==> config.mk <==
export PLATFORM = sky130hd
export DESIGN_NAME = seg7_scan_driver
export DESIGN_NICKNAME = d
export VERILOG_FILES = /design/src/rtl/seg7_scan_driver.sv
export SDC_FILE = /design/constraint.sdc
export NUM_CORES = 1
export LEC_CHECK = 0
export CORE_ASPECT_RATIO = 2
export CORE_MARGIN = 10
export CORE_UTILIZATION = 55
export CTS_CLUSTER_SIZE = 16
export DETAILED_ROUTE_END_ITERATION = 10
export PLACE_DENSITY = 0.81
export RECOVER_POWER = 25
export SETUP_SLACK_MARGIN = 0.02
export SYNTH_ARGS = -nofsm -noshare
export SYNTH_HDL_FRONTEND = slang
export SYNTH_SLANG_ARGS = --single-unit
export TNS_END_PERCENT = 10
==> constraint.sdc <==
create_clock -name clk_in -period 6.14 [get_ports clk_in]
set_clock_uncertainty 0.1 [all_clocks]
set_input_delay 1.842 -clock clk_in [delete_from_list [all_inputs] [get_ports clk_in]]
set_output_delay 1.842 -clock clk_in [all_outputs]
set_load 0.005 [all_outputs]
==> src/rtl/seg7_scan_driver.sv <==
// Multiplexed 7-segment scan driver: rising edges of scan_clk become ticks that
// step a per-digit slot FSM. Optional leading-zero blanking under SEG7_LEADING_ZERO_BLANK_EN.
module seg7_scan_driver #(
    parameter int NUM_DIGITS = 4,
    parameter int ON_TICKS   = 1,
    parameter int GAP_TICKS  = 0
) (
    input  logic                    clk_in,
    input  logic                    reset,
    input  logic                    scan_clk,
    input  logic                    enable,
    input  logic                    load,
    input  logic [4*NUM_DIGITS-1:0] digits_in,
    input  logic [NUM_DIGITS-1:0]   dp_in,
    input  logic [NUM_DIGITS-1:0]   blank_in,
    output logic [NUM_DIGITS-1:0]   an,
    output logic [6:0]              seg,
    output logic                    dp,
    output logic                    frame_done
);

    localparam int IDX_W = (NUM_DIGITS > 1) ? $clog2(NUM_DIGITS) : 1;
    localparam int MAX_T = (ON_TICKS > GAP_TICKS) ? ON_TICKS : GAP_TICKS;
    localparam int CNT_W = (MAX_T > 1) ? $clog2(MAX_T) : 1;

    localparam logic [IDX_W-1:0] LAST_IDX = IDX_W'(NUM_DIGITS - 1);
    localparam logic [CNT_W-1:0] ON_LAST  = CNT_W'(ON_TICKS - 1);
    localparam logic [CNT_W-1:0] GAP_LAST = CNT_W'((GAP_TICKS > 0) ? GAP_TICKS - 1 : 0);

    localparam logic [1:0] S_OFF = 2'd0;
    localparam logic [1:0] S_ON  = 2'd1;
    localparam logic [1:0] S_GAP = 2'd2;

    typedef struct packed {
        logic [4*NUM_DIGITS-1:0] digits;
        logic [NUM_DIGITS-1:0]   dps;
        logic [NUM_DIGITS-1:0]   blank;
    } disp_buf_t;

    function automatic logic [6:0] decode(input logic [3:0] h);
        logic [6:0] s;
        case (h)
            4'h0: s = 7'h40;  4'h1: s = 7'h79;  4'h2: s = 7'h24;  4'h3: s = 7'h30;
            4'h4: s = 7'h19;  4'h5: s = 7'h12;  4'h6: s = 7'h02;  4'h7: s = 7'h78;
            4'h8: s = 7'h00;  4'h9: s = 7'h10;  4'hA: s = 7'h08;  4'hB: s = 7'h03;
            4'hC: s = 7'h46;  4'hD: s = 7'h21;  4'hE: s = 7'h06;  default: s = 7'h0E;
        endcase
        return s;
    endfunction

    logic             scan_q, scan_qq, tick;
    logic [1:0]       state, state_n;
    logic [IDX_W-1:0] idx, idx_n, idx_nxt;
    logic [CNT_W-1:0] cnt, cnt_n;
    disp_buf_t        pend, pend_n, act, act_n, in_buf;
    logic             fd_n;

    logic [NUM_DIGITS-1:0] lz;
    logic                  lit;
    logic [NUM_DIGITS-1:0] an_n;
    logic [6:0]            seg_n;
    logic                  dp_n;

    assign tick    = scan_q & ~scan_qq;
    assign in_buf  = {digits_in, dp_in, blank_in};
    assign idx_nxt = (idx == LAST_IDX) ? '0 : idx + 1'b1;

    always_comb begin
        state_n = state;
        idx_n   = idx;
        cnt_n   = cnt;
        fd_n    = 1'b0;
        pend_n  = load ? in_buf : pend;
        act_n   = act;
        if (!enable) begin
            state_n = S_OFF;
            idx_n   = '0;
            cnt_n   = '0;
        end else if (tick) begin
            case (state)
                S_OFF: begin
                    state_n = S_ON;
                    idx_n   = '0;
                    cnt_n   = '0;
                end
                S_ON: begin
                    if (cnt == ON_LAST) begin
                        cnt_n = '0;
                        if (GAP_TICKS > 0) state_n = S_GAP;
                        else               idx_n   = idx_nxt;
                        fd_n = (idx == LAST_IDX);
                    end else begin
                        cnt_n = cnt + 1'b1;
                    end
                end
                S_GAP: begin
                    if (cnt == GAP_LAST) begin
                        state_n = S_ON;
                        idx_n   = idx_nxt;
                        cnt_n   = '0;
                    end else begin
                        cnt_n = cnt + 1'b1;
                    end
                end
                default: begin
                    state_n = S_OFF;
                    idx_n   = '0;
                    cnt_n   = '0;
                end
            endcase
        end
        // A load landing while frame_done is showing still belongs to the new frame,
        // so software reacting to the pulse is not pushed back a whole frame.
        if (fd_n || (frame_done && load)) act_n = pend_n;
    end

`ifdef SEG7_LEADING_ZERO_BLANK_EN
    assign lz[0] = 1'b0;
    for (genvar g = 1; g < NUM_DIGITS; g++) begin : g_lz
        assign lz[g] = ~|act_n.digits[4*NUM_DIGITS-1:4*g] & ~act_n.dps[g];
    end
`else
    assign lz = '0;
`endif

    // Outputs are registered from next-state so they line up with the FSM.
    always_comb begin
        lit   = (state_n == S_ON) && !act_n.blank[idx_n] && !lz[idx_n];
        an_n  = '1;
        seg_n = 7'h7F;
        dp_n  = 1'b1;
        if (lit) begin
            an_n  = ~(NUM_DIGITS'(1) << idx_n);
            seg_n = decode(act_n.digits[{idx_n, 2'b00} +: 4]);
            dp_n  = ~act_n.dps[idx_n];
        end
    end

    always_ff @(posedge clk_in) begin
        if (reset) begin
            scan_q     <= 1'b0;
            scan_qq    <= 1'b0;
            state      <= S_OFF;
            idx        <= '0;
            cnt        <= '0;
            pend       <= '0;
            act        <= '0;
            an         <= '1;
            seg        <= 7'h7F;
            dp         <= 1'b1;
            frame_done <= 1'b0;
        end else begin
            scan_q     <= scan_clk;
            scan_qq    <= scan_q;
            state      <= state_n;
            idx        <= idx_n;
            cnt        <= cnt_n;
            pend       <= pend_n;
            act        <= act_n;
            an         <= an_n;
            seg        <= seg_n;
            dp         <= dp_n;
            frame_done <= fd_n;
        end
    end

endmodule
==> flow_summary.json, run 1 <==
{
  "status": "complete, but fails checks",
  "violations": "capacitance limit, slew limit",
  "use_met2": 0.258,
  "first_pass_iters": 4,
  "worst_slack_ns": 1.32,
  "fp.dieW_um": 70.7,
  "final_hold_viol_count": 0,
  "startpoint_type": "input port",
  "p_per_area_mw_per_mm2": 248,
  "total_leakage_power_nw": 1.33,
  "synth_edf_count": 0,
  "coreArea_mm2": 0.00491,
  "crit_path_start": "enable",
  "finalCritPeriodShare": 0.784,
  "peakVddDrop_mv": 0.210,
  "clkLatencyLatePin_ns": 0.34,
  "fin_nets": 369,
  "r2r_end": "seg[3]$_SDFF_PP1_",
  "io_buffers": 41,
  "antenna_cells": 0,
  "wire_per_inst_um": 15.5,
  "syn_nets": 329,
  "grt_use_total": 0.148,
  "fin_crit_ns": 4.82,
  "met3_usage": 0.0483,
  "fmax_ghz": 0.208,
  "numCtsBuffers": 9,
  "synth.avg_cell_area_um2": 9.76,
  "crit_arrival_ns": 4.93,
  "antenna_found_initial": 0,
  "crit_fanout": 8,
  "tritoncts": "built",
  "rows": 36,
  "gp_congestion": 0.865,
  "start_util": 0.576,
  "syn-cell-area_mm2": 0.00283,
  "crit_path_end_kind": "flop",
  "grt_pass1_vias": 2235,
  "cts_max_path_buffers": 2,
  "dp_hpwl_mm": 4.33,
  "dp_slack_ns": 1.05,
  "grt_util_met1": 0.148,
  "die_y_um": 121,
  "post_cts_buffers": 0,
  "htree_levels": 3,
  "drt_iter0_drc": 90,
  "postRouteWirelength_mm": 6.07,
  "cp-endpoint": "seg[3]$_SDFF_PP1_",
  "cp.required_ns": 6.26,
  "drive_gt1_frac": 0.126,
  "boundaryPins": 42,
  "tns_ns": 0,
  "drc": 0,
  "grt_max_degree": 55,
  "cts_resized": 0,
  "grt_pass1_wl_mm": 10.3,
  "yosys.area.top_type": "dfxtp_1",
  "drv_cap": 1,
  "synth_warnings": 0,
  "die-area_mm2": 0.00859,
  "ys_async_sr_fraction": 0,
  "vias": 2135,
  "synthTopCellsByArea": "dfxtp_1, mux2i_1, nor2_1, mux2_2, ha_1",
  "critPathKind": "input port to flop",
  "postRouteAntennaNets": 0,
  "ctsHoldBuffers": 0,
  "synthFlopType": "dfxtp_1",
  "yosysUniqueCellTypes": 38,
  "viasPerCell": 5.46,
  "cts_root_buf": "clkbuf_8",
  "reg2regPathDepth": 11,
  "overflow": 0,
  "setup_viol": 0,
  "synth_top_area_share": 0.474,
  "timing.final.max_slew_violations": 55,
  "r2r_start": "state[0]$_SDFF_PP0_",
  "worst_pin_slew_ns": 2.18,
  "cts.clk_slew.worst_paths_ns": 0.07,
  "r2r_slack_ns": 2.71,
  "area_growth_pct": 21.8,
  "gr-max-usage-layer": "met2",
  "slew_headroom": -0.455,
  "ys_seq_area_frac": 0.474,
  "rsz0062_at_grt": "false",
  "cts_sinks": 67,
  "syn_inst": 290,
  "hp-class": "flop to flop",
  "synth-seq-cells": 67
}
==> cells in the final DEF, fill, tap and decap left out, drive strengths merged, types with 2 or more instances in the layout <==
cell | netlist | final
buf | 6 | 3
clkbuf | 9 | 10
dfxtp | 67 | 67
o22ai | 5 | 5
a21oi | 5 | 5
clkdlybuf4s50 | 0 | 40
clkinvlp | 0 | 2
o22a | 6 | 6
mux2i | 28 | 28
o21ai | 15 | 15
inv | 11 | 11
mux2 | 14 | 14
nand2b | 6 | 6
ha | 10 | 10
nand2 | 18 | 18
nor3 | 5 | 5
o221ai | 3 | 3
a211oi | 5 | 5
nand3 | 4 | 4
nor2 | 48 | 48
clkinv | 0 | 3
nor2b | 14 | 14
o211ai | 2 | 2
==> layout make-up <==
class,instances,area (um^2)
repair buffers,44,427
multi-input cells,197,1370
flip-flops and latches,67,1340
clock inverters,6,67.6
clock buffers,9,124
inverters,11,41.3
well taps,57,71.3
fillers,400,1460
==> registers in the layout (all words and copies together) (netlist names) <==
signal      count
act            24
pend           24
seg             7
an              4
idx             2
state           2
dp              1
frame_done      1
scan_q          1
scan_qq         1
==> metrics by stage <==
| stage | cells | utilization | total power [mW] | cell area, um^2 | hold slack, ns |
|---|---|---|---|---|---|
| floorplan | 290 | - | 0.491 | 2830 | 0.351 |
| global placement | 376 | 0.663 | 0.518 | 3260 | 0.365 |
| detailed placement | 376 | 0.663 | 0.519 | 3260 | 0.378 |
| CTS | 391 | 0.702 | 0.867 | 3450 | 0.395 |
| global route | 391 | 0.702 | 0.892 | 3450 | 0.419 |
| finish | 391 | 0.702 | 0.855 | 3450 | 0.392 |
==> how the worst min path moves through the flow <==
stage | from | end | cells after the start
after CTS | pend[7]$_SDFF_PP0_ | pend[7]$_SDFF_PP0_ | 2
after floorplan | pend[18]$_SDFF_PP0_ | pend[18]$_SDFF_PP0_ | 2
final | pend[22]$_SDFF_PP0_ | pend[22]$_SDFF_PP0_ | 2
after global placement | pend[19]$_SDFF_PP0_ | pend[19]$_SDFF_PP0_ | 2
after detailed placement | pend[7]$_SDFF_PP0_ | pend[7]$_SDFF_PP0_ | 2
after global routing | scan_q$_SDFF_PP0_ | scan_qq$_SDFF_PP0_ | 1
==> routing by layer <==
metal  part of all wire  wire [um]
met1               0.38       2330
met2               0.53       3200
met3              0.054        330
met4              0.034        209
met5                  0          0
==> cell families after synthesis <==
group,after synthesis,share of synthesized area
AND/OR/NAND/NOR,98,0.165
buffers and inverters,26,0.0402
flip-flops,67,0.474
adder cells (fa/ha/maj),10,0.0442
AO/OA/AOI/OAI,47,0.120
multiplexers,42,0.156
==> report_power, final <==
part           internal, mW  switching (mW)  total, mW
registers             0.446         0.00340      0.450
logic                0.0337          0.0254     0.0592
clock network         0.185           0.161      0.347
==> worst max-delay path, cell delays in order <==
cell	delay [ns]
clkdlybuf4s50_1	0.62
or4b_1	0.46
mux2_4	0.33
nand2b_4	0.21
o221ai_1	0.44
inv_1	0.19
ha_1	0.35
a21oi_1	0.06
a211oi_1	0.31
o21ai_1	0.12
==> synthesized netlist by cell type (5+ instances only) <==
cell type  number
mux2i_1        28
nand2_1        18
nor2b_1        14
nor3_1          5
mux2_2         13
o21ai_0        12
nor2_1         48
ha_1           10
dfxtp_1        67
clkbuf_1        9
inv_1          11
a21oi_1         5
o22a_1          6
(Power assumes the default switching activity.)
==> run 2, diff against run 1 <==
Settings changed: CORE_UTILIZATION 55 to 48, PLACE_DENSITY 0.81 to 0.75.
Clock period 6.14 ns to 4 ns, I/O delays scaled along.
==> flow_summary.json, run 2 (synthesized netlist as in run 1, its figures left out) <==
{
  "status": "complete, but fails checks",
  "violations": "capacitance limit, slew limit",
  "grt_max_degree": 54,
  "path_buf_inv": 1,
  "finalNonFillerCells": 414,
  "fill_cells": 469,
  "cts_max_path_buffers": 2,
  "reg_top3": "act x24, pend x24, seg x7",
  "drv_cap": 1,
  "hold_path_depth": 1,
  "numCtsBuffers": 9,
  "drive_gt1_frac": 0.170,
  "m1WireLength_mm": 2.29,
  "r2r_start": "state[0]$_SDFF_PP0_",
  "clkLatencyLatePin_ns": 0.33,
  "overflow": 0,
  "viasPerCell": 5.29,
  "wl_met3_um": 352,
  "first_pass_iters": 4,
  "coreArea_mm2": 0.00571,
  "drt_iter0_drc": 96,
  "p_per_area_mw_per_mm2": 405,
  "final_cell_mix": "dfxtp_1, nor2_1, clkdlybuf4s50_1",
  "mostFrequentLayoutCell": "dfxtp_1",
  "htree_levels": 3,
  "hold_start": "scan_q$_SDFF_PP0_",
  "grt_use_total": 0.145,
  "crit_arrival_ns": 3.90,
  "area_growth_pct": 30.8,
  "drc": 0,
  "antenna_cells": 0,
  "placed_cells": 398,
  "crit_fanout": 8,
  "peakVddDrop_mv": 0.378,
  "hp-class": "flop to flop",
  "setup_viol": 0,
  "post_cts_buffers": 0,
  "boundaryPins": 42,
  "crit_top_cell": "o221ai_1",
  "start_util": 0.496,
  "ctsHoldBuffers": 0,
  "cts_resized": 0,
  "r2r_slack_ns": 0.87,
  "crit_path_cell_trace": "clkdlybuf4s50_1 > or4b_1 > mux2_4 > nand2b_4 > o221ai_1 > ha_1 > a21boi_0 > a21oi_1 > o221ai_1",
  "die-area_mm2": 0.00955,
  "rsz0062_at_grt": "false",
  "postRouteWirelength_mm": 6.53,
  "fin_nets": 387,
  "tritoncts": "built",
  "critPathKind": "input port to flop",
  "min_to": "scan_qq$_SDFF_PP0_",
  "final_hold_viol_count": 0,
  "fin_crit_ns": 3.75,
  "power_mw": 1.50,
  "crit_slowest_cell": "clkdlybuf4s50_1",
  "cts_sinks": 67,
  "slew_headroom": -0.448,
  "postRouteAntennaNets": 0,
  "crit_path_end_kind": "flop",
  "r2r_end": "seg[4]$_SDFF_PP1_",
  "cp.required_ns": 4.15,
  "die_y_um": 129,
  "gp_congestion": 0.861,
  "crit_family": "compound AO/OA/AOI/OAI gates",
  "worstSetupPathDepth": 9,
  "io_buffers": 41,
  "cts_root_buf": "clkbuf_16",
  "dr_wl_met2_mm": 3.67,
  "dp_hpwl_mm": 4.96,
  "finalCritPeriodShare": 0.938,
  "timing.final.max_slew_violations": 54,
  "grt_pass1_vias": 2353,
  "cts.clk_slew.worst_paths_ns": 0.06,
  "fp.dieW_um": 74.3,
  "grt_pass1_wl_mm": 10.8,
  "wire_per_inst_um": 15.8,
  "startpoint_type": "input port",
  "worst_pin_slew_ns": 2.17,
  "max_stage_delay_ns": 0.51,
  "reg2regPathDepth": 10,
  "vias": 2191,
  "total_leakage_power_nw": 1.45,
  "rows": 39,
  "highest_layer": "met4",
  "antenna_found_initial": 0,
  "fmax_ghz": 0.266
}
-- run 2: cell types whose count changed in the layout (fill, tap and decap cells not counted) --
cell           change
clkbuf_8           -9
buf_4             +15
dlygate4sd3_1      +1
clkinvlp_4         +2
buf_12             +2
inv_6              +1
clkbuf_16          +9
bufinv_16          -1
clkinv_4           -1
-- run 2: how the worst max path moves through the flow --
| stage | from | end |
|---|---|---|
| after global routing | enable | seg[6]$_SDFF_PP1_ |
| after floorplan | enable | seg[3]$_SDFF_PP1_ |
| after detailed placement | enable | seg[4]$_SDFF_PP1_ |
| after global placement | enable | seg[4]$_SDFF_PP1_ |
| final | enable | seg[4]$_SDFF_PP1_ |
| after CTS | enable | seg[6]$_SDFF_PP1_ |
-- run 2: cell type report --
type	count	area, um^2	area share
Timing Repair Buffer	62	589	0.159
Tap cell	61	76.3	0.0206
Sequential cell	67	1340	0.363
Clock inverter	7	52.6	0.0142
Multi-Input combinational cell	197	1370	0.371
Clock buffer	9	225	0.0609
Inverter	11	41.3	0.0112
-- run 2: metal layers --
layer	global-route usage	vias to the layer above
met4	0.0887	0
li1	-	1107
met2	0.259	50
met3	0.0516	17
met1	0.133	1017
met5	0	-
-- run 2: report_power, final --
group          switching, mW  internal [mW]  leakage [nW]
logic                 0.0393         0.0551         0.784
registers            0.00496          0.686         0.546
clock network          0.293          0.420         0.124
total                  0.337           1.16          1.45
-- run 2: metrics by stage --
step	setup slack [ns]	hold WS, ns	TNS (ns)	cell area, um^2	utilization
after global routing	0.0810	0.404	0	3700	0.648
after detailed placement	-0.0974	0.373	-0.298	3430	0.600
after floorplan	0.526	0.351	0	2830	-
final	0.246	0.381	0	3700	0.648
after CTS	0.250	0.382	0	3700	0.649
after global placement	-0.00532	0.365	-0.00532	3430	0.600
-- run 2: worst register-to-register path, delay by kind of cell (launching register included) --
| kind | cells | cell delay [ns] |
|---|---|---|
| and+or+nand+nor | 2 | 0.63 |
| adders and majority gates | 2 | 0.61 |
| AOI/OAI and AO/OA | 4 | 0.93 |
| buffers and inverters | 1 | 0.06 |
| DFF | 1 | 0.38 |
| muxes | 1 | 0.33 |
